## config.mk

```make
export PLATFORM = sky130hd
export DESIGN_NAME = lb_updn_timer_flat
export DESIGN_NICKNAME = d
export VERILOG_FILES = /design/src/rtl/lb_updn_timer_pkg.sv /design/src/rtl/lb_updn_timer_if.sv /design/src/rtl/lb_updn_timer_slice.sv /design/src/rtl/lb_updn_timer.sv /design/src/flat_wrapper.sv
export SDC_FILE = /design/constraint.sdc
export NUM_CORES = 1
export LEC_CHECK = 0
export BUFFER_PORTS_ARGS = -buffer_cell sky130_fd_sc_hd__buf_2
export CORE_MARGIN = 8
export CORE_UTILIZATION = 35
export DETAILED_ROUTE_END_ITERATION = 10
export HOLD_SLACK_MARGIN = 0.08
export PLACE_DENSITY_LB_ADDON = 0.2
export SLEW_MARGIN = 10
export SYNTH_ARGS = -nofsm -noshare
export SYNTH_HDL_FRONTEND = slang
export SYNTH_SLANG_ARGS = --single-unit
```

## constraint.sdc

```tcl
create_clock -name CK -period 1.6 [get_ports CK]
set_input_delay 0.16 -clock CK [delete_from_list [all_inputs] [get_ports CK]]
set_output_delay 0.16 -clock CK [all_outputs]
set_load 0.01 [all_outputs]
```

## src/rtl/lb_updn_timer_pkg.sv

```systemverilog
// Shared types and constants for the lb_updn_timer block.
//   state_e     : control FSM states (IDLE / RUN / DONE)
//   DIR_UP/DN   : values of CON selecting count direction
//   MODE_*      : values of MODE selecting one-shot or auto-reload
package lb_timer_pkg;

    typedef enum logic [1:0] {
        ST_IDLE = 2'd0,
        ST_RUN  = 2'd1,
        ST_DONE = 2'd2
    } state_e;

    localparam logic DIR_UP       = 1'b1;
    localparam logic DIR_DN       = 1'b0;
    localparam logic MODE_ONESHOT = 1'b0;
    localparam logic MODE_RELOAD  = 1'b1;

endpackage

```

## src/rtl/lb_updn_timer_if.sv

```systemverilog
// Control/status bundle of the programmable interval timer.
//   slave  : timer side (controls in, count/status out)
//   master : user side (drives controls, observes count/status)
interface lb_updn_timer_if #(
    parameter int WIDTH = 8
);
    logic             SP;     // clock enable for LOAD / count / reload
    logic             CI;     // count enable (carry into bit 0)
    logic             CON;    // 1 = up, 0 = down
    logic             MODE;   // 0 = one-shot, 1 = auto-reload
    logic             LOAD;   // load D into Q and reload register
    logic [WIDTH-1:0] D;      // load value
    logic             START;  // begin / resume counting
    logic             STOP;   // halt counting
    logic [WIDTH-1:0] Q;      // current count
    logic             CO;     // combinational terminal carry
    logic             TC;     // registered terminal-count pulse
    logic             BUSY;   // in RUN
    logic             DONE;   // in DONE

    modport slave (
        input  SP, CI, CON, MODE, LOAD, D, START, STOP,
        output Q, CO, TC, BUSY, DONE
    );

    modport master (
        output SP, CI, CON, MODE, LOAD, D, START, STOP,
        input  Q, CO, TC, BUSY, DONE
    );
endinterface

```

## src/rtl/lb_updn_timer_slice.sv

```systemverilog
// lb2_slice_sync: 2-bit up/down counter cell of a ripple carry chain.
//   clk_i, rstn_i : clock, synchronous active-low clear
//   ld_i, d_i     : load strobe and value (beats counting)
//   en_i          : gate for counting; the cell steps when en_i & ci_i
//   ci_i          : carry/borrow in from the lower cell
//   con_i         : direction, 1 = up
//   q_o           : cell value
//   co_o          : carry/borrow out, ci_i & (all-ones up / all-zero down)
module lb2_slice_sync
    import lb_timer_pkg::*;
(
    input  logic       clk_i,
    input  logic       rstn_i,
    input  logic       ld_i,
    input  logic [1:0] d_i,
    input  logic       en_i,
    input  logic       ci_i,
    input  logic       con_i,
    output logic [1:0] q_o,
    output logic       co_o
);
    logic [1:0] q_q, q_d;

    always_comb begin
        co_o = ci_i & ((con_i == DIR_UP) ? (q_q == 2'b11) : (q_q == 2'b00));
    end

    always_comb begin
        q_d = q_q;
        if (ld_i)
            q_d = d_i;
        else if (en_i && ci_i)
            q_d = (con_i == DIR_UP) ? q_q + 2'd1 : q_q - 2'd1;
    end

    always_ff @(posedge clk_i) begin
        if (!rstn_i) q_q <= 2'b00;
        else         q_q <= q_d;
    end

    assign q_o = q_q;
endmodule

```

## src/rtl/lb_updn_timer.sv

```systemverilog
// lb_updn_timer: programmable interval timer on a 2-bit-slice up/down chain.
//   CK    : clock, rising edge
//   RSTN  : synchronous active-low reset
//   bus   : control/status bundle (SP, CI, CON, MODE, LOAD, D, START, STOP
//           in; Q, CO, TC, BUSY, DONE out)
// Terminal step (CO while counting) reloads Q from R and pulses TC; one-shot
// mode then parks in DONE, auto-reload keeps running.
module lb_updn_timer
    import lb_timer_pkg::*;
#(
    parameter int WIDTH = 8
) (
    input  logic              CK,
    input  logic              RSTN,
    lb_updn_timer_if.slave    bus
);
    localparam int NSL = WIDTH / 2;

    state_e           state_q, state_d;
    logic [WIDTH-1:0] r_q, r_d;
    logic             tc_q, tc_d;

    logic [NSL:0]     carry;
    logic [WIDTH-1:0] q;
    logic             ld_ext, run_step, term, sl_ld, sl_en;
    logic [WIDTH-1:0] sl_d;

    // LOAD beats everything except reset; a count step needs RUN, no STOP,
    // and the clock enable. CI is folded in through the carry chain.
    assign ld_ext   = bus.LOAD & bus.SP;
    assign run_step = (state_q == ST_RUN) & ~bus.STOP & bus.SP & ~ld_ext;
    assign term     = run_step & carry[NSL];
    // Terminal step reuses the slice load path to reload from R instead of
    // wrapping.
    assign sl_ld    = ld_ext | term;
    assign sl_d     = ld_ext ? bus.D : r_q;
    assign sl_en    = run_step;

    assign carry[0] = bus.CI;

    for (genvar g = 0; g < NSL; g++) begin : g_sl
        lb2_slice_sync u_sl (
            .clk_i  (CK),
            .rstn_i (RSTN),
            .ld_i   (sl_ld),
            .d_i    (sl_d[2*g +: 2]),
            .en_i   (sl_en),
            .ci_i   (carry[g]),
            .con_i  (bus.CON),
            .q_o    (q[2*g +: 2]),
            .co_o   (carry[g+1])
        );
    end

    always_comb begin
        state_d = state_q;
        r_d     = r_q;
        tc_d    = 1'b0;
        if (ld_ext) begin
            r_d = bus.D;
            if (state_q == ST_DONE) state_d = ST_IDLE;
        end else begin
            case (state_q)
                ST_IDLE: if (bus.START && !bus.STOP) state_d = ST_RUN;
                ST_RUN: begin
                    if (bus.STOP) begin
                        state_d = ST_IDLE;
                    end else if (term) begin
                        tc_d = 1'b1;
                        if (bus.MODE == MODE_ONESHOT) state_d = ST_DONE;
                    end
                end
                ST_DONE: if (bus.START && !bus.STOP) state_d = ST_RUN;
                default: state_d = ST_IDLE;
            endcase
        end
    end

    always_ff @(posedge CK) begin
        if (!RSTN) begin
            state_q <= ST_IDLE;
            r_q     <= '0;
            tc_q    <= 1'b0;
        end else begin
            state_q <= state_d;
            r_q     <= r_d;
            tc_q    <= tc_d;
        end
    end

    assign bus.Q    = q;
    assign bus.CO   = carry[NSL];
    assign bus.TC   = tc_q;
    assign bus.BUSY = (state_q == ST_RUN);
    assign bus.DONE = (state_q == ST_DONE);
endmodule

```

## src/flat_wrapper.sv

```systemverilog
// flat-port wrapper written by rule: the top's interface ports become plain ports
module lb_updn_timer_flat import lb_timer_pkg::*;
#(
    parameter int WIDTH = 8
)
  (CK, RSTN, bus_SP, bus_CI, bus_CON, bus_MODE, bus_LOAD, bus_D, bus_START, bus_STOP, bus_Q, bus_CO, bus_TC, bus_BUSY, bus_DONE);
  lb_updn_timer_if #(.WIDTH(WIDTH)) bus_i ();
  input  logic CK;
  input  logic RSTN;
  input wire logic [$bits(bus_i.SP)-1:0] bus_SP;
  input wire logic [$bits(bus_i.CI)-1:0] bus_CI;
  input wire logic [$bits(bus_i.CON)-1:0] bus_CON;
  input wire logic [$bits(bus_i.MODE)-1:0] bus_MODE;
  input wire logic [$bits(bus_i.LOAD)-1:0] bus_LOAD;
  input wire logic [$bits(bus_i.D)-1:0] bus_D;
  input wire logic [$bits(bus_i.START)-1:0] bus_START;
  input wire logic [$bits(bus_i.STOP)-1:0] bus_STOP;
  output wire logic [$bits(bus_i.Q)-1:0] bus_Q;
  output wire logic [$bits(bus_i.CO)-1:0] bus_CO;
  output wire logic [$bits(bus_i.TC)-1:0] bus_TC;
  output wire logic [$bits(bus_i.BUSY)-1:0] bus_BUSY;
  output wire logic [$bits(bus_i.DONE)-1:0] bus_DONE;
  assign bus_i.SP = bus_SP;
  assign bus_i.CI = bus_CI;
  assign bus_i.CON = bus_CON;
  assign bus_i.MODE = bus_MODE;
  assign bus_i.LOAD = bus_LOAD;
  assign bus_i.D = bus_D;
  assign bus_i.START = bus_START;
  assign bus_i.STOP = bus_STOP;
  assign bus_Q = bus_i.Q;
  assign bus_CO = bus_i.CO;
  assign bus_TC = bus_i.TC;
  assign bus_BUSY = bus_i.BUSY;
  assign bus_DONE = bus_i.DONE;
  lb_updn_timer #(.WIDTH(WIDTH)) u_core (.CK(CK), .RSTN(RSTN), .bus(bus_i));
endmodule
```

## Word level (Yosys, flattened, before mapping)

Cells that the tools add are included.

- $add $sub $neg: 8
- Multiply operators: 0
- Divide/modulo/power cells: 0
- Order comparisons: 0
- Eq/ne operators: 10
- Shift operators: 0
- Muxes and demuxes: 25
- Bitwise operators: 14
- Reductions and logical operators: 18

Operators by type and width:

| kind | count |
|---|---|
| $mux 2 | 18 |
| $eq 2x2->1 const B | 5 |
| $logic_not 2->1 | 5 |
| $and 1x1->1 | 9 |
| $add 2x1->2 const B | 4 |
| $mux 8 | 1 |
| $reduce_bool 2->1 | 4 |
| $sub 2x1->2 const B | 4 |
| $logic_and 1x1->1 | 5 |
| $mux 1 | 5 |
| $ne 4x2->1 const B | 1 |
| $ne 4x3->1 const B | 1 |
| $not 1->1 | 4 |
| $pmux 2 s2 | 1 |
| $reduce_and 4->1 | 1 |
| $reduce_or 4->1 | 1 |
| $ne 3x1->1 const B | 1 |
| $eq 2x1->1 const B | 1 |
| $ne 2x2->1 const B | 1 |
| $reduce_or 2->1 | 1 |
| $logic_not 1->1 | 1 |
| $or 1x1->1 | 1 |

- Bits in registers: 19
- Latch bits: 0
- Memory bits (writable): 0
- ROM bits: 0
- Bits of input ports: 17
- Output and inout port bits: 12
- Logic and storage cells: 82
- Memories kept: 0

## Depth between registers and ports, before layout

Gate-level depths: netlist of the first run.

- Depth after elaboration: 11
- Mapped depth: 7
- Depth with buffers taken out: 5

## Modules after synthesis

Synthesis of the first run repeated with hierarchy kept, for this count alone.

- Cell total of the unflattened synthesis: 109
- Area, all modules: 1044.8 um^2

By module, submodules not included:

| module | times used | cells each | area an instance (um^2) | seq. area each (um^2) |
|---|---|---|---|---|
| lb_updn_timer | 1 | 49 | 549.3 | 220.2 |
| lb2_slice_sync | 4 | 15 | 123.9 | 40.0 |

## Least setup slack after synthesis of the first run

Ideal clock, no wire load.

- Path type: reg-to-reg
- Start point: register u_core.g_sl[0].u_sl.q_q[1]
- End point: register u_core.g_sl[2].u_sl.q_q[1]
- Setup time: 0.070 ns
- Arrival time: 1.736 ns
- Required time: 1.530 ns
- Setup slack: -0.207 ns
- Cell stages (with the launch flop): 7
- Path buffers: 1
- Period minus slack after synthesis: 1.807 ns
- Cell sequence: dfxtp_1 > or4_4 > mux2i_4 > buf_6 > a31oi_1 > a311o_1 > a21oi_1

- Word-level cells in the longest chain between the ends: 9
- Elaborated cells on any way between the ends: 12
- Those cells by class: eq/ne (1); mux (2); bitwise (6); reduce/logical (3)

RTL lines:

| what | line | RTL |
|---|---|---|
| start, declared | lb_updn_timer_slice.sv:22 | `logic [1:0] q_q, q_d;` |
| start signal, assigned | lb_updn_timer_slice.sv:38 | `else q_q <= q_d;` |
| $eq 2x2->1 or $logic_not 2->1 (tied branches) | lb_updn_timer_slice.sv:25 | `co_o = ci_i & ((con_i == DIR_UP) ? (q_q == 2'b11) : (q_q == 2'b00));` |
| $mux 1 (*) | lb_updn_timer_slice.sv:25 |  |
| $and 1x1->1 (*) (2 in series) | lb_updn_timer_slice.sv:25 |  |
| $and 1x1->1 (2 in series) | lb_updn_timer_slice.sv:25 |  |
| $and 1x1->1 | lb_updn_timer.sv:32 | `assign term = run_step & carry[NSL];` |
| $or 1x1->1 | lb_updn_timer.sv:35 | `assign sl_ld = ld_ext \| term;` |
| $mux 2 or $reduce_bool 2->1 (tied branches) | n/a |  |
| end signal, assigned | lb_updn_timer_slice.sv:38 |  |
| end, declared | lb_updn_timer_slice.sv:22 |  |

Every way passes the cells marked *; elsewhere a longest branch is shown, timed or not.
A chain may end at the register's enable or synchronous reset.

## Final worst setup path of the first run

- Start point: register u_core.g_sl[0].u_sl.q_q[0]
- End point: output port bus_CO

- Word-level cells in the longest chain between the ends: 6
- Elaborated cells on any way between the ends: 7
- Those cells by class: eq/ne (1); mux (1); bitwise (4); reduce/logical (1)

RTL lines:

| what | line | RTL |
|---|---|---|
| $eq 2x2->1 or $logic_not 2->1 (tied branches) | lb_updn_timer_slice.sv:25 |  |
| $mux 1 (*) | lb_updn_timer_slice.sv:25 |  |
| $and 1x1->1 (*) (4 in series) | lb_updn_timer_slice.sv:25 |  |
| end, declared | flat_wrapper.sv:19 | `output wire logic [$bits(bus_i.CO)-1:0] bus_CO;` |

Marks and branches as above.

==> results of run 1 <==
## critical path, delay by kind of cell (launching register included)
| kind | cells | cell delay (ns) |
|---|---|---|
| and+or+nand+nor | 2 | 0.69 |
| buffers and inverters | 3 | 0.29 |
| muxes | 1 | 0.18 |
| DFF | 1 | 0.36 |
## how the worst max path moves through the flow
stage	slack, ns	end	from
finish	-0.38	bus_CO	u_core.g_sl[0].u_sl.q_o[0]$_SDFFE_PN0P_
global route	-0.43	bus_CO	u_core.g_sl[0].u_sl.q_o[0]$_SDFFE_PN0P_
CTS	-0.39	bus_CO	u_core.g_sl[0].u_sl.q_o[1]$_SDFFE_PN0P_
detailed placement	-0.21	u_core.g_sl[2].u_sl.q_o[0]$_SDFFE_PN0P_	u_core.g_sl[0].u_sl.q_o[0]$_SDFFE_PN0P_
global placement	-0.17	u_core.g_sl[3].u_sl.q_o[1]$_SDFFE_PN0P_	bus_CON
floorplan	-0.17	u_core.g_sl[3].u_sl.q_o[1]$_SDFFE_PN0P_	u_core.g_sl[3].u_sl.q_o[0]$_SDFFE_PN0P_
## cells by family (layout without fill, tap and decap cells)
family,after synthesis,count (layout),share of synthesized area
and+or+nand+nor,61,61,0.284
AOI/OAI and AO/OA,40,40,0.264
DFF,19,19,0.346
buffers and inverters,8,60,0.0364
xor gates and xnor gates,5,5,0.0398
muxes,2,2,0.0296
## synth_stat cells, drive strengths merged, types with 2 or more instances
library cell	n
a21oi	11
clkbuf	4
a41oi	2
o21ai	6
mux2i	2
or3	3
o21a	2
nor2	11
and3	2
and2	3
buf	3
nand2	22
nand4	3
dfxtp	19
a31oi	5
or2	2
o32ai	3
nor3b	2
xor2	3
nor3	2
nand3	6
xnor2	2
nor2b	2
a211oi	3
## final cells by class
class                      count  area share
multi-input combinational    108       0.469
sequential                    19       0.246
timing repair buffer          55       0.231
tap                           44      0.0349
clock buffer                   3      0.0143
clock inverter                 1     0.00317
inverter                       1     0.00238
## metrics by stage
| stage | total power [W] | hold WS (ns) | cell area, um2 | setup slack [ns] |
|---|---|---|---|---|
| after floorplan | 0.000674 | 0.288 | 1120 | -0.169 |
| after global placement | 0.000777 | 0.417 | 1450 | -0.175 |
| after detailed placement | 0.000782 | 0.420 | 1450 | -0.210 |
| after CTS | 0.00106 | 0.0896 | 1560 | -0.389 |
| after global routing | 0.00111 | 0.0877 | 1580 | -0.433 |
| final | 0.00106 | 0.0995 | 1580 | -0.376 |
## what timing repair did
action	in CTS	in global routing
buffers inserted	4	0
gates resized for setup	12	4
setup endpoints to repair	11	12
pin swaps	11	6
## power groups by stage
stage               logic (W)  registers [W]  clock network, W
floorplan            0.000139       0.000535                 0
CTS                  0.000289       0.000514          0.000256
detailed placement   0.000257       0.000525                 0
finish               0.000295       0.000514          0.000249
global route         0.000321       0.000517          0.000275
global placement     0.000254       0.000524                 0
## state kept, by name, indices dropped and copies added, names as in the netlist
signal,flops
u_core.bus.TC,1
u_core.r_q,8
u_core.state_q,2
u_core.g_sl.u_sl.q_o,8
## cell usage in the layout (no fill, tap or decap), types with 3 or more instances in the layout
cell      count
buf_2        27
buf_4        23
nand2_1      21
dfxtp_1      15
nor2_1        9
a21oi_1       9
nand3_1       6
buf_6         5
o21ai_0       4
a31oi_1       4
nand4_1       3
xor2_1        3
clkbuf_4      3
dfxtp_2       3
## routing by layer
layer	vias up	global-route usage	routed length (um)
met4	0	0.0431	18
met2	16	0.223	1730
met5	-	0	0
met1	568	0.134	1350
li1	602	-	-
met3	2	0.0303	168
==> summary.txt, run 1 <==
=================================================================================
Peak per-stage delay on the critical path ..........................      0.53 ns
Final Wtd Congestion ...............................................        0.786
Area of the die ....................................................     5190 um2
Final hold viol count ..............................................            0
Leakage power figure ...............................................     0.664 nW
Diodes inserted ....................................................            0
Initial antenna violation count ....................................            0
Layout Skew ........................................................   0.00316 ns
Type of element capturing the critical path ........................  output port
Setup slack of the critical path after layout ......................    -0.376 ns
Slew Limit Headroom ................................................        0.608
Mean Syn Cell Area .................................................     8.15 um2
Worst r2r dst ...................................................... u_core.g_sl[2].u_sl.q_o[0]$_SDFFE_PN0P_
Sum of negative setup slack ........................................     -2.59 ns
Reg2Reg Depth ......................................................            8
Post-Syn Instances .................................................          135
Number of enable flip-flop cells after synthesis ...................            0
Number of nets in the synthesized netlist ..........................          152
Cell Count Post-Placement ..........................................          223
Num CTS Buffers ....................................................            3
Chip height ........................................................      72.1 um
R2R Path Start ..................................................... u_core.g_sl[0].u_sl.q_o[0]$_SDFFE_PN0P_
Clock root cell ....................................................     clkbuf_4
Area taken by flip-flops and latches ...............................      388 um2
Via density per instance ...........................................         5.14
Register clock-pin slew on the reported worst setup and hold paths .      0.12 ns
Critical path startpoint category ..................................         flop
Largest net degree at the start of global routing ..................           15
Count of nets after finishing ......................................          205
Highest achievable clock rate ......................................      506 MHz
TritonCTS clock tree ...............................................          yes
Number of sinks handled by clock tree synthesis ....................           19
Finished Core Util .................................................        0.521
Library cell appearing most often on the critical path .............        buf_6
Drt first-iter violations ..........................................           74
Power dissipated by switching net loads ............................   0.000318 W
Largest fanout on the critical path ................................            2
Yosys warnings .....................................................            0
Cell internal power dissipation ....................................   0.000740 W
Placeable Area .....................................................     3030 um2
Crit path max-delay cell type ......................................        or4_4
Wirelength, routed .................................................      3.26 mm
Bufs on Longest Clock Path .........................................            2
Area used by multi-input combinational logic .......................      741 um2
Portion of the post-synthesis area used by sequential elements .....        0.346
Max Cap Viol .......................................................            0
CTS H-tree depth ...................................................            1
Combinational share of power .......................................        0.279
TritonRoute pass-1 iters ...........................................            4
Leftover overflow at the end of global routing .....................            0
Average routed wire per standard cell ..............................      14.1 um
Total routing resource utilization after global routing ............        0.123
Vias in the first global route .....................................         1218
Min Clock Period, post-route .......................................      1.98 ns
Count of pins over their slew limit ................................            0
Share of the synthesized area in the top cell type .................        0.346
Data required time of the critical path ............................      1.44 ns
Flop and latch count out of synthesis ..............................           19
Outcome ............................................................ complete, but fails checks
Fraction of layout cells with a size suffix above 1 ................        0.455
Syn-to-layout area delta ...........................................        43.6%
Number of filler instances in the final layout .....................          309
Launch point of the worst hold path ................................     bus_D[7]
Via count of the routed design .....................................         1188
Initial Utilization ................................................        0.363
Relative contribution of the clock network to total power ..........        0.235
Async set-or-reset flop fraction in the synthesized netlist ........            0
Violations in the final reports .................................... negative setup slack
Capture endpoint of the worst hold path ............................ u_core.r_q[7]$_SDFF_PN0_
Total I/O pin count ................................................           29
Final setup violating endpoints ....................................           11
Final Cycle Share ..................................................         1.23
Number of antenna-violating nets in the routed design ..............            0
Final cell count without fillers ...................................          231
Switching power as a share of total power ..........................        0.301
Cell area after synthesis ..........................................     1100 um2
Maximum ir drop on the vdd rail ....................................   0.000419 V
Estimated wirelength of the detail-placed design ...................      2.44 mm
Hold-fix buffers at CTS ............................................            0
DR DRC count .......................................................            0
Count of port buffers added during placement .......................           28
Post-synthesis cell type count .....................................           42
Class of the most critical setup path .............................. flop to output port
Cell accounting for the most synthesized area ......................      dfxtp_1
Fraction of power consumed by sequential logic .....................        0.486
Classification of the worst-slack hold path ........................ input port to flop
Cell Chain, Critical Path .......................................... or4_4 -> mux2i_4 -> buf_6 -> buf_6 -> and3_4 -> buf_6
Cell row count .....................................................           20
Area contributors post-synth ....................................... dfxtp_1 35%, nand2_1 7.5%, a21oi_1 5.0%
Die X ..............................................................      72.1 um
Crit path arrival time .............................................      1.82 ns
Power density relative to cell area ................................   670 nW/um2
Wire length of the first global-routing pass .......................      5.22 mm
Clock latency on the worst-skew pair ...............................      0.30 ns
Unrepaired setup endpoints after global routing ....................         true
Transition at the pin with the smallest max-transition slack .......     0.588 ns
Top FF cell, synth .................................................      dfxtp_1
Slack of the worst reg-to-reg path .................................     -0.36 ns
Depth of the worst hold-timing path ................................            3
=================================================================================
No activity file was read; power rests on OpenSTA's default activity.
==> run 2: changes to the inputs <==
SYNTH_HIERARCHICAL = 1   (was unset)
==> summary.txt, run 2 <==
=================================================================================
Outcome ............................................................ complete, but fails checks
Violations in the final reports .................................... negative setup slack
Clock root cell ....................................................     clkbuf_4
Count of pins over their slew limit ................................            0
Synthesized-area fraction occupied by ao, oa, aoi and oai cells ....        0.147
Register clock-pin slew on the reported worst setup and hold paths .      0.11 ns
PnR Total Power ....................................................   0.000982 W
Portion of the post-synthesis area used by sequential elements .....        0.364
Number of enable flip-flop cells after synthesis ...................            0
DR DRC count .......................................................            0
Cell area after synthesis ..........................................     1040 um2
Type of element capturing the critical path ........................  output port
Leakage power figure ...............................................     0.696 nW
Wire length of the first global-routing pass .......................      4.33 mm
Portion of netlist area occupied by mux cells ......................        0.115
Estimated wirelength of the detail-placed design ...................      1.96 mm
Wirelength, routed .................................................      2.51 mm
Area contributors post-synth ....................................... dfxtp_1 36%, mux2_4 11%, and2_1 4.2%
Syn-to-layout area delta ...........................................        38.0%
Largest fanout on the critical path ................................            4
Final setup violating endpoints ....................................           12
Final Wtd Congestion ...............................................        0.811
Finished Core Util .................................................        0.488
Slew Limit Headroom ................................................        0.755
Critical path startpoint category ..................................         flop
Cell row count .....................................................           20
Initial antenna violation count ....................................            0
Fraction of layout cells with a size suffix above 1 ................        0.516
Via count of the routed design .....................................          953
Transition at the pin with the smallest max-transition slack .......     0.367 ns
Share of the synthesized area in the top cell type .................        0.364
Class of the most critical setup path .............................. flop to output port
Top cells by instance count after synthesis ........................ 19 x dfxtp_1, 8 x mux2_4, 8 x o21ai_0, 7 x and2_1, 7 x nand3_1
Data required time of the critical path ............................      1.44 ns
Count of nets after finishing ......................................          173
Area taken by flip-flops and latches ...............................      387 um2
Number of sinks handled by clock tree synthesis ....................           19
Post-synthesis cell type count .....................................           28
Layout Skew ........................................................   0.00228 ns
Flop and latch count out of synthesis ..............................           19
Min Clock Period, post-route .......................................      2.12 ns
Maximum ir drop on the vdd rail ....................................   0.000246 V
Highest achievable clock rate ......................................      471 MHz
Mean Syn Cell Area .................................................     9.58 um2
Crit path arrival time .............................................      1.96 ns
Async set-or-reset flop fraction in the synthesized netlist ........            0
Leftover overflow at the end of global routing .....................            0
Area of the die ....................................................     4990 um2
Synthesized-area fraction occupied by and/or/nand/nor cells ........        0.289
Area used by multi-input combinational logic .......................      697 um2
Top FF cell, synth .................................................      dfxtp_1
Unrepaired setup endpoints after global routing ....................         true
Post-Syn Instances .................................................          109
Vias in the first global route .....................................          990
Dominant cell by count in the synthesized netlist ..................      dfxtp_1
Total I/O pin count ................................................           29
CTS H-tree depth ...................................................            1
Drt first-iter violations ..........................................           23
Cell accounting for the most synthesized area ......................      dfxtp_1
Power density relative to cell area ................................   682 nW/um2
Depth of the worst hold-timing path ................................            3
Reg2Reg Depth ......................................................           11
Commonest cells after routing, fill and taps aside ................. 27 x buf_2, 16 x dfxtp_1, 13 x buf_4, 8 x mux2_4, 7 x and2_1
Launch point of the worst hold path ................................       bus_SP
TritonCTS clock tree ...............................................          yes
Worst slack on hold paths ..........................................     0.175 ns
Clock latency on the worst-skew pair ...............................      0.29 ns
Diodes inserted ....................................................            0
R2R Path Start ..................................................... u_core/g_sl[0].u_sl/q_o[1]$_SDFFE_PN0P_
Number of nets in the synthesized netlist ..........................          126
Bufs on Longest Clock Path .........................................            2
Setup slack of the critical path after layout ......................    -0.524 ns
Num CTS Buffers ....................................................            3
Worst setup startpoint ............................................. u_core/g_sl[0].u_sl/q_o[1]$_SDFFE_PN0P_
Classification of the worst-slack hold path ........................ input port to flop
Initial Utilization ................................................        0.354
Area share of fa/ha/maj cells after synthesis ......................            0
TritonRoute pass-1 iters ...........................................            4
Commonest non-fill, non-tap cell in the layout .....................        buf_2
Via density per instance ...........................................         5.07
Dominant combinational cell family by area after synthesis ......... simple AND/OR/NAND/NOR gates
Count of port buffers added during placement .......................           28
Placeable Area .....................................................     2950 um2
Largest net degree at the start of global routing ..................           22
Final Cycle Share ..................................................         1.33
Die X ..............................................................      70.6 um
Number of antenna-violating nets in the routed design ..............            0
Number of filler instances in the final layout .....................          303
Chip height ........................................................      70.6 um
Xor/xnor cell area share of the yosys netlist ......................       0.0671
Final hold viol count ..............................................            0
Max Cap Viol .......................................................            0
Yosys warnings .....................................................            6
Average routed wire per standard cell ..............................      13.3 um
Total routing resource utilization after global routing ............        0.104
=================================================================================
[run 2: cell types whose count changed after synthesis, sizes merged, moves of 4 or more]
cell / delta
a21oi: -9
or3: +5
nand2: -16
nand2b: +5
mux2: +8
and2: +5
nor2: -10
a21boi: +4
[run 2: critical path: stages (launching register included)]
cell and delay [ns]:
dfxtp_2 0.34, or3_4 0.36, a21boi_2 0.15, a21boi_2 0.18, a21boi_2 0.18, a21boi_4 0.26
buf_6 0.13, buf_6 0.09
[run 2: per-stage QoR]
stage / worst slack (ns) / instances / cell area [um2] / TNS, ns
final: -0.524 / 188 / 1440 / -5.70
after floorplan: -0.465 / 109 / 1090 / -4.34
after global placement: -0.454 / 183 / 1380 / -4.50
after global routing: -0.643 / 188 / 1440 / -7.07
after detailed placement: -0.506 / 183 / 1380 / -5.13
after CTS: -0.562 / 188 / 1430 / -6.00
[run 2: layout make-up]
type | count | area share
multi-input combinational | 85 | 0.484
timing repair buffer | 43 | 0.191
clock buffer | 4 | 0.0182
inverter | 4 | 0.0104
sequential | 19 | 0.268
tap | 33 | 0.0286
[run 2: worst paths after layout]
check | to | slack, ns
max | bus_CO | -0.52
min | u_core/bus.TC$_SDFF_PP0_ | 0.17
max reg2reg | u_core/g_sl[0].u_sl/q_o[1]$_SDFFE_PN0P_ | -0.52
min reg2reg | u_core/state_q[1]$_SDFFE_PN0P_ | 0.57
[run 2: report_power, final]
part / switching, W / internal (W)
Combinational: 0.000102 / 0.000124
Sequential: 0.0000110 / 0.000497
Clock: 0.000151 / 0.0000969
Total: 0.000264 / 0.000718
[run 2: metal layers]
metal	global-route usage	routed length [um]
met5	0	0
met4	0.0416	19
met3	0.0297	116
met2	0.176	1240
met1	0.120	1140
[run 2: cells by family after synthesis]
| group | after synthesis |
|---|---|
| AO/OA/AOI/OAI | 23 |
| buffers and inverters | 5 |
| multiplexers | 8 |
| AND/OR/NAND/NOR | 46 |
| flip-flops | 19 |
| XOR/XNOR | 8 |
[run 2: what timing repair did]
item                       CTS  global route
setup endpoints to repair   12            12
hold buffers                 0             0
pin swaps                    4             1
setup buffers                1             0
hold endpoints to repair     0             0
resized for setup            3             2
==> run 3: changes to the inputs <==
SKIP_LAST_GASP = 1   (was unset)
==> summary.txt, run 3 (synthesis gave the netlist of run 2 again) <==
=================================================================================
DR DRC count .......................................................            0
Peak per-stage delay on the critical path ..........................      0.36 ns
Total routing resource utilization after global routing ............        0.104
Register clock-pin slew on the reported worst setup and hold paths .      0.11 ns
Transition at the pin with the smallest max-transition slack .......     0.357 ns
Largest fanout on the critical path ................................            4
Leakage power figure ...............................................     0.695 nW
Instance area at placement .........................................     1380 um2
Wire length of the first global-routing pass .......................      4.33 mm
TritonCTS clock tree ...............................................          yes
Final Wtd Congestion ...............................................        0.811
Bufs on Longest Clock Path .........................................            2
Layout Skew ........................................................   0.00248 ns
Number of sinks handled by clock tree synthesis ....................           19
Power density relative to cell area ................................   682 nW/um2
Count of pins over their slew limit ................................            0
Highest achievable clock rate ......................................      471 MHz
Syn-to-layout area delta ...........................................        37.6%
Final Cycle Share ..................................................         1.33
Chip height ........................................................      70.6 um
Min Clock Period, post-route .......................................      2.12 ns
Cell Count Post-Placement ..........................................          183
Clock latency on the worst-skew pair ...............................      0.29 ns
Crit path max-delay cell type ......................................        or3_4
Sum of buffers and inverters on the critical path ..................            2
Total I/O pin count ................................................           29
Unrepaired setup endpoints after global routing ....................         true
Largest net degree at the start of global routing ..................           22
Cell row count .....................................................           20
Initial antenna violation count ....................................            0
Sum of negative setup slack ........................................     -5.71 ns
Cell Chain, Critical Path .......................................... or3_4 -> a21boi_2 -> a21boi_2 -> a21boi_2 -> a21boi_4 -> buf_6 -> buf_6
Class of the most critical setup path .............................. flop to output port
Die X ..............................................................      70.6 um
Hold-fix buffers at CTS ............................................            0
Number of antenna-violating nets in the routed design ..............            0
Estimated wirelength of the detail-placed design ...................      1.96 mm
Count of port buffers added during placement .......................           28
Data required time of the critical path ............................      1.44 ns
Classification of the worst-slack hold path ........................ input port to flop
Placeable Area .....................................................     2950 um2
Area of the die ....................................................     4990 um2
Final cell count without fillers ...................................          188
Worst slack on hold paths ..........................................     0.173 ns
Initial Utilization ................................................        0.354
Type of element capturing the critical path ........................  output port
Commonest non-fill, non-tap cell in the layout .....................        buf_2
Via density per instance ...........................................         5.05
Final Instance Area ................................................     1440 um2
Vias in the first global route .....................................          990
Wirelength, routed .................................................      2.51 mm
Clock root cell ....................................................     clkbuf_4
Slew Limit Headroom ................................................        0.762
Maximum ir drop on the vdd rail ....................................   0.000245 V
Drt first-iter violations ..........................................           26
Diodes inserted ....................................................            0
Post-Place Setup Slack .............................................    -0.506 ns
Max Cap Viol .......................................................            0
Final hold viol count ..............................................            0
Commonest cells after routing, fill and taps aside ................. 27 x buf_2, 16 x dfxtp_1, 13 x buf_4, 8 x mux2_4, 7 x and2_1
Violations in the final reports .................................... negative setup slack
TritonRoute pass-1 iters ...........................................            4
Library cell appearing most often on the critical path .............     a21boi_2
Via count of the routed design .....................................          950
Crit path arrival time .............................................      1.96 ns
Fraction of layout cells with a size suffix above 1 ................        0.510
Leftover overflow at the end of global routing .....................            0
Critical path startpoint category ..................................         flop
Setup slack of the critical path after layout ......................    -0.524 ns
Num CTS Buffers ....................................................            3
Cell class contributing the biggest share of worst-path delay ...... compound AO/OA/AOI/OAI gates
Average routed wire per standard cell ..............................      13.4 um
Outcome ............................................................ complete, but fails checks
CTS H-tree depth ...................................................            1
Final setup violating endpoints ....................................           12
Count of nets after finishing ......................................          173
=================================================================================
## run 3: power breakdown
group          internal, W  switching (W)  leakage [nW]  total [W]
Combinational     0.000124       0.000101         0.523   0.000225
Sequential        0.000497      0.0000110         0.157   0.000508
Clock            0.0000969       0.000151        0.0150   0.000248
## run 3: metrics by stage
stage	total power, W	util
floorplan	0.000647	-
detailed placement	0.000745	0.469
finish	0.000981	0.487
global placement	0.000740	0.469
CTS	0.00100	0.485
global route	0.00104	0.487
## run 3: layout make-up
type,count,area (um2)
Inverter,4,15.0
Multi-Input combinational cell,85,693
Sequential cell,19,387
Clock buffer,4,26.3
Tap cell,33,41.3
Fill cell,303,1520
Timing Repair Buffer,43,275
## run 3: metal layers
layer,global-route usage,share of wire,up-vias
met5,0,0,-
met4,0.0416,0.0076,0
met3,0.0297,0.046,2
met2,0.176,0.49,17
met1,0.120,0.45,449
li1,-,-,482
## run 3: final timing paths
check / startpoint / slack [ns] / endpoint / depth (start not counted)
max reg2reg: u_core/g_sl[0].u_sl/q_o[1]$_SDFFE_PN0P_ / -0.52 / u_core/g_sl[0].u_sl/q_o[1]$_SDFFE_PN0P_ / 11
max: u_core/g_sl[0].u_sl/q_o[1]$_SDFFE_PN0P_ / -0.52 / bus_CO / 7
min reg2reg: u_core/state_q[1]$_SDFFE_PN0P_ / 0.57 / u_core/state_q[1]$_SDFFE_PN0P_ / 2
min: bus_SP / 0.17 / u_core/bus.TC$_SDFF_PP0_ / 3
## run 3: worst register-to-register path: stages (launching register included)
cell and delay [ns]:
dfxtp_2 0.34, or3_4 0.36, a21boi_2 0.15, a21boi_2 0.18, a21boi_2 0.18, a21boi_4 0.26, a21oi_2 0.10, nor2b_4 0.13
buf_12 0.14, inv_2 0.04, o21ai_1 0.10, a31oi_1 0.05
## run 3: what timing repair did
action,CTS,global route
resized for setup,3,1
setup buffers,1,0
setup endpoints to repair,12,12
gates cloned,0,0
pin swaps,4,1
